File: config.mk
export PLATFORM = sky130hd
export DESIGN_NAME = io_intr_source
export DESIGN_NICKNAME = d
export VERILOG_FILES = /design/src/rtl/io_pkg.sv /design/src/rtl/io_byte_fifo.sv /design/src/rtl/io_intr_source.sv
export SDC_FILE = /design/constraint.sdc
export NUM_CORES = 1
export LEC_CHECK = 0
export CORE_ASPECT_RATIO = 0.6
export CORE_MARGIN = 4
export CORE_UTILIZATION = 55
export DETAILED_ROUTE_END_ITERATION = 10
export PLACE_DENSITY = 0.8
export RECOVER_POWER = 50
export SYNTH_ARGS = -nofsm -noshare
export SYNTH_HDL_FRONTEND = slang
export SYNTH_HIERARCHICAL = 1
export SYNTH_SLANG_ARGS = --single-unit
File: constraint.sdc
create_clock -name clk -period 2.9 [get_ports clk]
set_input_delay 0.29 -clock clk [delete_from_list [all_inputs] [get_ports clk]]
set_output_delay 0.29 -clock clk [all_outputs]
set_load 0.02 [all_outputs]
File: src/rtl/io_pkg.sv
// Shared types and constants for the CPU-facing interrupt source.
package io_pkg;

  // Interrupt-source controller states.
  typedef enum logic [1:0] {
    IDLE     = 2'd0,
    ASSERT   = 2'd1,
    WAIT_ACK = 2'd2,
    HALTED   = 2'd3
  } io_state_e;

  // out_port value the CPU ISR writes to acknowledge the presented byte.
  localparam logic [7:0] ACK_CODE_DEFAULT = 8'hFF;

endpackage

File: src/rtl/io_byte_fifo.sv
// Byte FIFO, DEPTH x 8, with a combinational head (8'h00 when empty).
module io_byte_fifo #(
  parameter int DEPTH = 4
) (
  input  logic                   clk,
  input  logic                   rst,
  input  logic                   push,
  input  logic [7:0]             push_data,
  input  logic                   pop,
  output logic [7:0]             head,
  output logic [$clog2(DEPTH):0] count,
  output logic                   full
);
  localparam int AW = $clog2(DEPTH);
  localparam logic [AW:0] FULL_CNT = (AW + 1)'(DEPTH);

  logic [7:0]    mem [DEPTH];
  logic [AW-1:0] wr_ptr;
  logic [AW-1:0] rd_ptr;
  logic [AW:0]   cnt;
  logic          do_push;
  logic          do_pop;

  // Guard against overflow/underflow; pointers wrap naturally (DEPTH is a power of two).
  assign do_push = push && (cnt != FULL_CNT);
  assign do_pop  = pop && (cnt != '0);
  assign full    = (cnt == FULL_CNT);
  assign count   = cnt;
  assign head    = (cnt != '0) ? mem[rd_ptr] : 8'h00;

  // Storage array: data only, no reset needed since count gates visibility.
  always_ff @(posedge clk) begin
    if (do_push) mem[wr_ptr] <= push_data;
  end

  // Pointer and occupancy bookkeeping; simultaneous push+pop keeps count.
  always_ff @(posedge clk or posedge rst) begin
    if (rst) begin
      wr_ptr <= '0;
      rd_ptr <= '0;
      cnt    <= '0;
    end else begin
      if (do_push) wr_ptr <= wr_ptr + 1'b1;
      if (do_pop)  rd_ptr <= rd_ptr + 1'b1;
      case ({do_push, do_pop})
        2'b10:   cnt <= cnt + 1'b1;
        2'b01:   cnt <= cnt - 1'b1;
        default: cnt <= cnt;
      endcase
    end
  end

endmodule

File: src/rtl/io_intr_source.sv
// Device-side byte source for the CPU: buffers bytes, presents the head on
// in_port, pulses intr per attempt, waits for the ISR ack on out_port, and
// forwards ordinary out_port writes as a byte stream.
// Handshake: a source byte transfers on a rising clk edge where
// src_valid && src_ready; src_data must be stable while src_valid is high.
module io_intr_source
  import io_pkg::*;
#(
  parameter int         DEPTH     = 4,
  parameter logic [7:0] ACK_CODE  = ACK_CODE_DEFAULT,
  parameter int         PULSE_LEN = 2,
  parameter int         TIMEOUT   = 64
) (
  input  logic       clk,
  input  logic       rst,
  input  logic [7:0] src_data,
  input  logic       src_valid,
  output logic       src_ready,
  output logic [7:0] in_port,
  output logic       intr,
  input  logic [7:0] out_port,
  input  logic       HLT_flag,
  output logic [7:0] snk_data,
  output logic       snk_valid,
  output logic [7:0] retry_cnt,
  output logic       busy,
  output io_state_e  state_dbg
);
  localparam int PW = $clog2(PULSE_LEN + 1);
  localparam int TW = $clog2(TIMEOUT + 1);
  localparam logic [PW-1:0] PULSE_INIT = PW'(PULSE_LEN);
  localparam logic [TW-1:0] TO_INIT    = TW'(TIMEOUT);

  io_state_e               state_q, state_d;
  logic [PW-1:0]           pulse_q, pulse_d;
  logic [TW-1:0]           to_q, to_d;
  logic [7:0]              out_prev;
  logic                    ack;
  logic                    retry_inc;
  logic                    fifo_push;
  logic                    fifo_pop;
  logic                    fifo_full;
  logic [7:0]              fifo_head;
  logic [$clog2(DEPTH):0]  fifo_count;

  io_byte_fifo #(.DEPTH(DEPTH)) u_fifo (
    .clk       (clk),
    .rst       (rst),
    .push      (fifo_push),
    .push_data (src_data),
    .pop       (fifo_pop),
    .head      (fifo_head),
    .count     (fifo_count),
    .full      (fifo_full)
  );

  // Ack is the rising edge of out_port onto ACK_CODE, so one ISR write = one ack.
  assign ack       = (out_port == ACK_CODE) && (out_prev != ACK_CODE);
  assign src_ready = !fifo_full && (state_q != HALTED);
  assign fifo_push = src_valid && src_ready;
  assign intr      = (state_q == ASSERT);
  assign busy      = (state_q == ASSERT) || (state_q == WAIT_ACK);
  assign state_dbg = state_q;

  // Next-state logic: halt beats ack, ack beats timeout, HALTED is sticky.
  always_comb begin
    state_d   = state_q;
    pulse_d   = pulse_q;
    to_d      = to_q;
    fifo_pop  = 1'b0;
    retry_inc = 1'b0;
    if (HLT_flag) begin
      state_d = HALTED;
    end else begin
      case (state_q)
        IDLE: begin
          if (fifo_count != '0) begin
            state_d = ASSERT;
            pulse_d = PULSE_INIT;
          end
        end
        ASSERT: begin
          if (ack) begin
            fifo_pop = 1'b1;
            state_d  = IDLE;
          end else if (pulse_q == PW'(1)) begin
            state_d = WAIT_ACK;
            to_d    = TO_INIT;
          end else begin
            pulse_d = pulse_q - 1'b1;
          end
        end
        WAIT_ACK: begin
          if (ack) begin
            fifo_pop = 1'b1;
            state_d  = IDLE;
          end else if (to_q == TW'(1)) begin
            retry_inc = 1'b1;
            state_d   = ASSERT;
            pulse_d   = PULSE_INIT;
          end else begin
            to_d = to_q - 1'b1;
          end
        end
        HALTED:  state_d = HALTED;
        default: state_d = IDLE;
      endcase
    end
  end

  // Controller registers, saturating retry counter and registered head byte.
  always_ff @(posedge clk or posedge rst) begin
    if (rst) begin
      state_q   <= IDLE;
      pulse_q   <= '0;
      to_q      <= '0;
      retry_cnt <= 8'h00;
      in_port   <= 8'h00;
    end else begin
      state_q <= state_d;
      pulse_q <= pulse_d;
      to_q    <= to_d;
      if (retry_inc && (retry_cnt != 8'hFF)) retry_cnt <= retry_cnt + 8'h01;
      in_port <= fifo_head;
    end
  end

  // Sink path: forward each changed, non-ack out_port value as a one-cycle strobe.
  always_ff @(posedge clk or posedge rst) begin
    if (rst) begin
      out_prev  <= 8'h00;
      snk_data  <= 8'h00;
      snk_valid <= 1'b0;
    end else begin
      out_prev  <= out_port;
      snk_valid <= (out_port != out_prev) && (out_port != ACK_CODE);
      if ((out_port != out_prev) && (out_port != ACK_CODE)) snk_data <= out_port;
    end
  end

endmodule

Yosys cells after proc, flatten, opt, wreduce, memory -nomap -nowiden
Memories as Yosys holds them, arrays and structs flattened.
Cells that the tools add are included.
{ "word_totals": {"ff_bits": 51, "latch_bits": 0, "ramBits": 32, "romBits": 0, "in_bits": 20, "out_inout_bits": 30, "n_memories": 1} }
{ "memory_table": {"columns": ["name", "words", "width", "read_ports", "rd_ports_with_merged_regs", "write_ports", "line_no", "text"], "rows": [
  ["u_fifo.mem", 4, 8, 1, 0, 1, "io_byte_fifo.sv:17", "logic [7:0] mem [DEPTH];"]
]} }
{ "op_classes": {"addsub": 7, "mul": 0, "n_div": 0, "order_cmp": 0, "eq_ne": 25, "shifts": 0, "mux": 29, "bitwise": 1, "reduce_logical": 18} }
{ "op_table": {"columns": ["cell", "count"], "rows": [
  ["$mux 7", 4],
  ["$ne 8x8->1 const B", 3],
  ["$mux 2", 11],
  ["$pmux 7 s2", 1],
  ["$ne 2x2->1 const B", 6],
  ["$mux 1", 9],
  ["$add 8x1->8 const B", 1],
  ["$eq 8x8->1 const B", 1],
  ["$mux 8", 1],
  ["$ne 8x8->1", 1],
  ["$pmux 2 s4", 1],
  ["$eq 7x1->1 const B", 1],
  ["$logic_and 1x1->1", 7],
  ["$reduce_and 7->1", 1],
  ["$sub 7x1->7 const B", 1],
  ["$eq 2x1->1 const B", 3],
  ["$eq 2x2->1 const B", 3],
  ["$ne 3x3->1 const B", 2],
  ["$pmux 2 s3", 1],
  ["$pmux 3 s2", 1],
  ["$reduce_and 6->1", 1],
  ["$reduce_bool 3->1", 2],
  ["$add 2x1->2 const B", 2],
  ["$ne 2x1->1 const B", 2],
  ["other kinds (13)", 14]
]} }

Longest topological paths before layout
{ "depth": {"ltp_word": 8, "ltp_mapped": 11, "ltp_nobuf": 11} }

Modules after synthesis
The synthesis kept the hierarchy.
{ "by_module_without_submodules": {"columns": ["mod", "n_inst", "cells_per_inst", "area_per_inst_um2", "seq_area_each_um2"], "rows": [
  ["io_intr_source", 1, 169, 2065.7, 1101.1],
  ["io_byte_fifo", 1, 89, 1646.6, 1136.1]
]} }

Worst setup path before layout
OpenSTA, ideal clock, no wires.
{ "synth_timing": {"kind": "register -> register", "start": "register state_q[0] (netlist: state_dbg[0])", "end": "register u_fifo.cnt[2] (netlist: u_fifo/count[2])", "setup_ps": 79, "arrival_ps": 2340, "slack_ps": 481, "path_stages_with_launch": 12, "path_buffers": 0, "synth_period_minus_slack_ps": 2419, "path_cell_list": "dfrtp_1 -> inv_1 -> ha_1 -> nand2b_1 -> nor2_1 -> and2_4 -> ha_1 -> inv_1 -> fa_1 -> xor2_1 -> nor2_1 -> xor2_1"} }
{ "synth_via": {"elab_chain_cells": 7, "word_cells_on_any_way": 14, "classes_between": "5 x eq/ne; 3 x mux; 6 x reduce/logical"} }
{ "synth_rtl": {"columns": ["element", "line_no", "text"], "rows": [
  ["start, declared", "io_intr_source.sv:34", "io_state_e state_q, state_d;"],
  ["start signal, assigned", "io_intr_source.sv:120", "state_q <= state_d;"],
  ["$eq 2x1->1 or $eq 2x2->1 (tied branches)", "io_intr_source.sv:75", "case (state_q)"],
  ["$reduce_or 2->1 (no line) (*)", null, null],
  ["$mux 1 (*)", null, null],
  ["$mux 1 (*)", "io_intr_source.sv:72", "if (HLT_flag) begin"],
  ["net fifo_pop", "io_intr_source.sv:41", "logic fifo_pop;"],
  ["$logic_and 1x1->1 (*)", "io_byte_fifo.sv:26", "assign do_pop = pop && (cnt != '0);"],
  ["net u_fifo.do_pop", "io_byte_fifo.sv:22", "logic do_pop;"],
  ["$eq 2x1->1 or $eq 2x2->1 (tied branches)", "io_byte_fifo.sv:45", "case ({do_push, do_pop})"],
  ["$pmux 3 s2 or $reduce_bool 2->1 (tied branches)", null, null],
  ["end signal, assigned", "io_byte_fifo.sv:46", "2'b10: cnt <= cnt + 1'b1;"],
  ["end signal, assigned", "io_byte_fifo.sv:47", "2'b01: cnt <= cnt - 1'b1;"],
  ["end signal, assigned", "io_byte_fifo.sv:48", "default: cnt <= cnt;"],
  ["end, declared", "io_byte_fifo.sv:20", "logic [AW:0] cnt;"]
]} }
The timed path passes the listed nets; every way through them passes the cells marked *.
A chain may end at the register's enable or synchronous reset.

Final worst setup path
{ "layout_timing": {"start": "input port out_port[4]", "end": "register u_fifo.cnt[2] (netlist: u_fifo/count[2])"} }
{ "layout_via": {"elab_chain_cells": 8, "word_cells_on_any_way": 10, "classes_between": "3 x eq/ne; 4 x mux; 3 x reduce/logical"} }
{ "layout_rtl": {"columns": ["element", "line_no", "text"], "rows": [
  ["start, declared", "io_intr_source.sv:21", "input logic [7:0] out_port,"],
  ["$eq 8x8->1 (*)", "io_intr_source.sv:58", "assign ack = (out_port == ACK_CODE) && (out_prev != ACK_CODE);"],
  ["$logic_and 1x1->1 (*)", "io_intr_source.sv:58", null],
  ["$mux 1 (*)", "io_intr_source.sv:83, io_intr_source.sv:94", null],
  ["$mux 1 (*)", null, null],
  ["$mux 1 (*)", "io_intr_source.sv:72", null],
  ["net fifo_pop", "io_intr_source.sv:41", null],
  ["$logic_and 1x1->1 (*)", "io_byte_fifo.sv:26", null],
  ["net u_fifo.do_pop", "io_byte_fifo.sv:22", null],
  ["$eq 2x1->1 or $eq 2x2->1 (tied branches)", "io_byte_fifo.sv:45", null],
  ["$pmux 3 s2 or $reduce_bool 2->1 (tied branches)", null, null]
]} }
Marks and branches as above.

==> results_dict.tcl <==
set metrics [dict create \
    cts_resized 0 \
    ys_top_cells_by_count "51 x dfrtp_1, 32 x edfxtp_1, 16 x inv_1, 14 x ha_1, 13 x and2_1" \
    clkTransAtPathRegs_ps 60 \
    routedWlPerCell_um 19.2 \
    finalSetupTns_ps 0 \
    synthCells 258 \
    synth-compound-area-share 0.0634 \
    cp.arrival_ps 2860 \
    fin_crit_sh 0.895 \
    cts_buffers 9 \
    track_usage 0.212 \
    synth-main-ff-cell "dfrtp_1" \
    finalMaxSlewViolations 0 \
    dpl.hpwl_mm 5.60 \
    finalClockSkew_ps 5.05 \
    synth_cell_type_count 54 \
    fp-row-count 22 \
    cts_tree "yes" \
    die_w_um 114 \
    syn-num-nets 293 \
    worst_ep_required_time_ps 3160 \
    drt-total-wl_mm 7.88 \
    drv_cap 0 \
    drive_above_1_share 0.160 \
    cts_sinks 83 \
    ctsHtreeMaxLevel 3 \
    portBuffers 49 \
    area_growth_pct 25.4 \
    dieArea_sq_um 8170 \
    grt_overflow 0 \
    fin_nets 356 \
    place.gp.congestion 0.873 \
    fp.coreArea_sq_um 6330 \
    synth_mux_area_frac 0.0880 \
    ys_warn_count 6 \
    initial_core_util 0.586 \
    rsz0062_at_grt "no" \
    p_leak_nw 1.88 \
    syn_area_sq_um 3710 \
    grt_pass1_wl_mm 13.0 \
    ir_drop_v 0.000554 \
    synth_adder_area_share 0.0526 \
    cts_buffer_depth 2 \
    io_pins 50 \
    crit_type "primary input to register" \
    setup_viol 0 \
    synth_top_family_by_area "simple AND/OR/NAND/NOR gates" \
    grt_max_degree 28 \
    p_per_area_nw_per_um2 808 \
    hp-class "primary input to async pin" \
    num_antenna_cells 0 \
    async_reset_ff_frac 0.614 \
    post-route-util 0.735 \
    maxSlewHeadroom 0.351 \
    remaining_drc_errors 0 \
    synth-seq-area-share 0.603 \
    clock_latency_ps 340 \
    fillers 406 \
    drtIter0Drc 206 \
    vias_per_cell 5.64 \
    max_freq_ghz 0.385 \
    synthMostInstantiatedCell "dfrtp_1" \
    synth_area_leader_cell "dfrtp_1" \
    synth_top_area_frac 0.344 \
    status "complete, no violations" \
    cts-root-buf "clkbuf_16" \
    antenna_found_initial 0 \
    ctsHoldBuffers 0 \
    period_minus_slack_ps 2590 \
    cp_max_fo 4 \
    critPathCaptureType "register" \
    cts_setup_buffers 0 \
    synth.avg_cell_area_sq_um 14.4 \
    die_h_um 71.6 \
    cp-start-kind "primary input" \
    synth_enable_flop_cells 32 \
    worst_slew_pin_slew_ps 967 \
    yosys.area_share.simple 0.116 \
    synthTopCellsByArea "dfrtp_1 34%, edfxtp_1 26%, mux4_2 4.9%, ha_1 4.7%, xor2_1 2.8%" \
    ant_nets 0 \
    firstDrtPassIters 4 \
    synth_xor_area_frac 0.0495 \
    synth-seq-cells 83 \
    hold_viol 0 \
    via_count 2312 \
    grt_pass1_vias 2478 \
]
## through the flow
stage          power [W]  cell area, sq um  worst slack [ps]  instances  hold slack, ps
2_1_floorplan    0.00214              3710               481        258            93.4
3_3_place_gp     0.00244              4330               105        394             474
3_5_place_dp     0.00249              4330              26.8        394             485
4_1_cts          0.00380              4670               385        410             262
5_1_grt          0.00395              4660               183        410             415
6_report         0.00376              4660               305        410             387
## kinds of logic after synthesis
| kind of cell | after synthesis |
|---|---|
| fa+ha+maj | 15 |
| buf+inv | 21 |
| flops | 83 |
| compound gates | 28 |
| simple gates | 69 |
| mux | 21 |
| xor+xnor | 21 |
## flip-flops by register name, summed over array words and instances, names as in the netlist
| name | cells |
|---|---|
| u_fifo/mem | 32 |
| in_port | 8 |
| out_prev | 8 |
| retry_cnt | 8 |
| snk_data | 8 |
| to_q | 7 |
| u_fifo/count | 3 |
| pulse_q | 2 |
| state_dbg | 2 |
| u_fifo/rd_ptr | 2 |
| u_fifo/wr_ptr | 2 |
| snk_valid | 1 |
## final timing paths
path | from | endpoint | slack, ps | depth (start not counted)
hold reg to reg | pulse_q[0]$_DFFE_PP0P_ | pulse_q[0]$_DFFE_PP0P_ | 490 | 1
max in group asynchronous | rst | snk_data[6]$_DFFE_PP0P_ | 1480 | 3
setup / recovery | out_port[4] | u_fifo/count[2]$_DFFE_PP0P_ | 310 | 11
min in group clk | pulse_q[0]$_DFFE_PP0P_ | pulse_q[0]$_DFFE_PP0P_ | 490 | 1
setup reg to reg | u_fifo/count[0]$_DFFE_PP0P_ | u_fifo/count[2]$_DFFE_PP0P_ | 430 | 11
hold / removal | rst | u_fifo/rd_ptr[0]$_DFFE_PP0P_ | 390 | 2
## per-layer routing
layer	vias up	part of all wire	track usage
met2	94	0.46	0.322
met5	-	0	0
met1	1140	0.45	0.294
met4	0	0.014	0.0751
li1	1066	-	-
met3	12	0.077	0.0608
## cell type report
type	instances	area (sq um)	share of cell area
sequential	83	2240	0.481
multi-input combinational	154	1370	0.295
timing repair buffer	57	539	0.116
clock buffer	9	225	0.0484
clock inverter	7	116	0.0250
tap	84	105	0.0226
inverter	16	60.1	0.0129
## critical path, stage by stage
cell and delay (ps):
dlygate4sd3_1 600, nand4_1 220, a211o_2 390, nor2_1 150, and2_4 180, ha_1 170
inv_1 60, fa_1 380, xor2_1 150, nor2_1 110, xor2_1 150
## power by group
group / switching (W) / internal, W
sequential: 0.000129 / 0.00139
clock: 0.000450 / 0.000839
combinational: 0.000529 / 0.000420
## cell usage in the layout (no fill, tap or decap), types with 2 or more instances in the layout
| cell type | Yosys | routed |
|---|---|---|
| dfrtp_1 | 51 | 51 |
| nor4_1 | 2 | 2 |
| mux2_2 | 9 | 9 |
| and3_1 | 3 | 3 |
| clkdlybuf4s50_1 | 0 | 26 |
| a21oi_1 | 5 | 5 |
| buf_4 | 0 | 5 |
| clkbuf_1 | 1 | 3 |
| nor2_1 | 8 | 8 |
| nand2b_1 | 3 | 3 |
| a31oi_1 | 3 | 3 |
| clkinv_2 | 0 | 2 |
| o21ai_0 | 6 | 6 |
| nor3_1 | 3 | 3 |
| ha_1 | 14 | 14 |
| mux4_2 | 8 | 8 |
| nand4_1 | 8 | 8 |
| edfxtp_1 | 32 | 32 |
| nor2b_1 | 3 | 3 |
| clkbuf_16 | 0 | 9 |
| xor2_1 | 12 | 12 |
| xnor2_1 | 9 | 9 |
| dlygate4sd3_1 | 0 | 23 |
| mux2i_1 | 3 | 3 |
| nand2_1 | 9 | 9 |
| nor3b_1 | 2 | 2 |
| and2_1 | 13 | 13 |
| bufinv_16 | 0 | 3 |
| or3_1 | 3 | 3 |
| inv_1 | 16 | 15 |
Power figures use the tool's default switching activity.
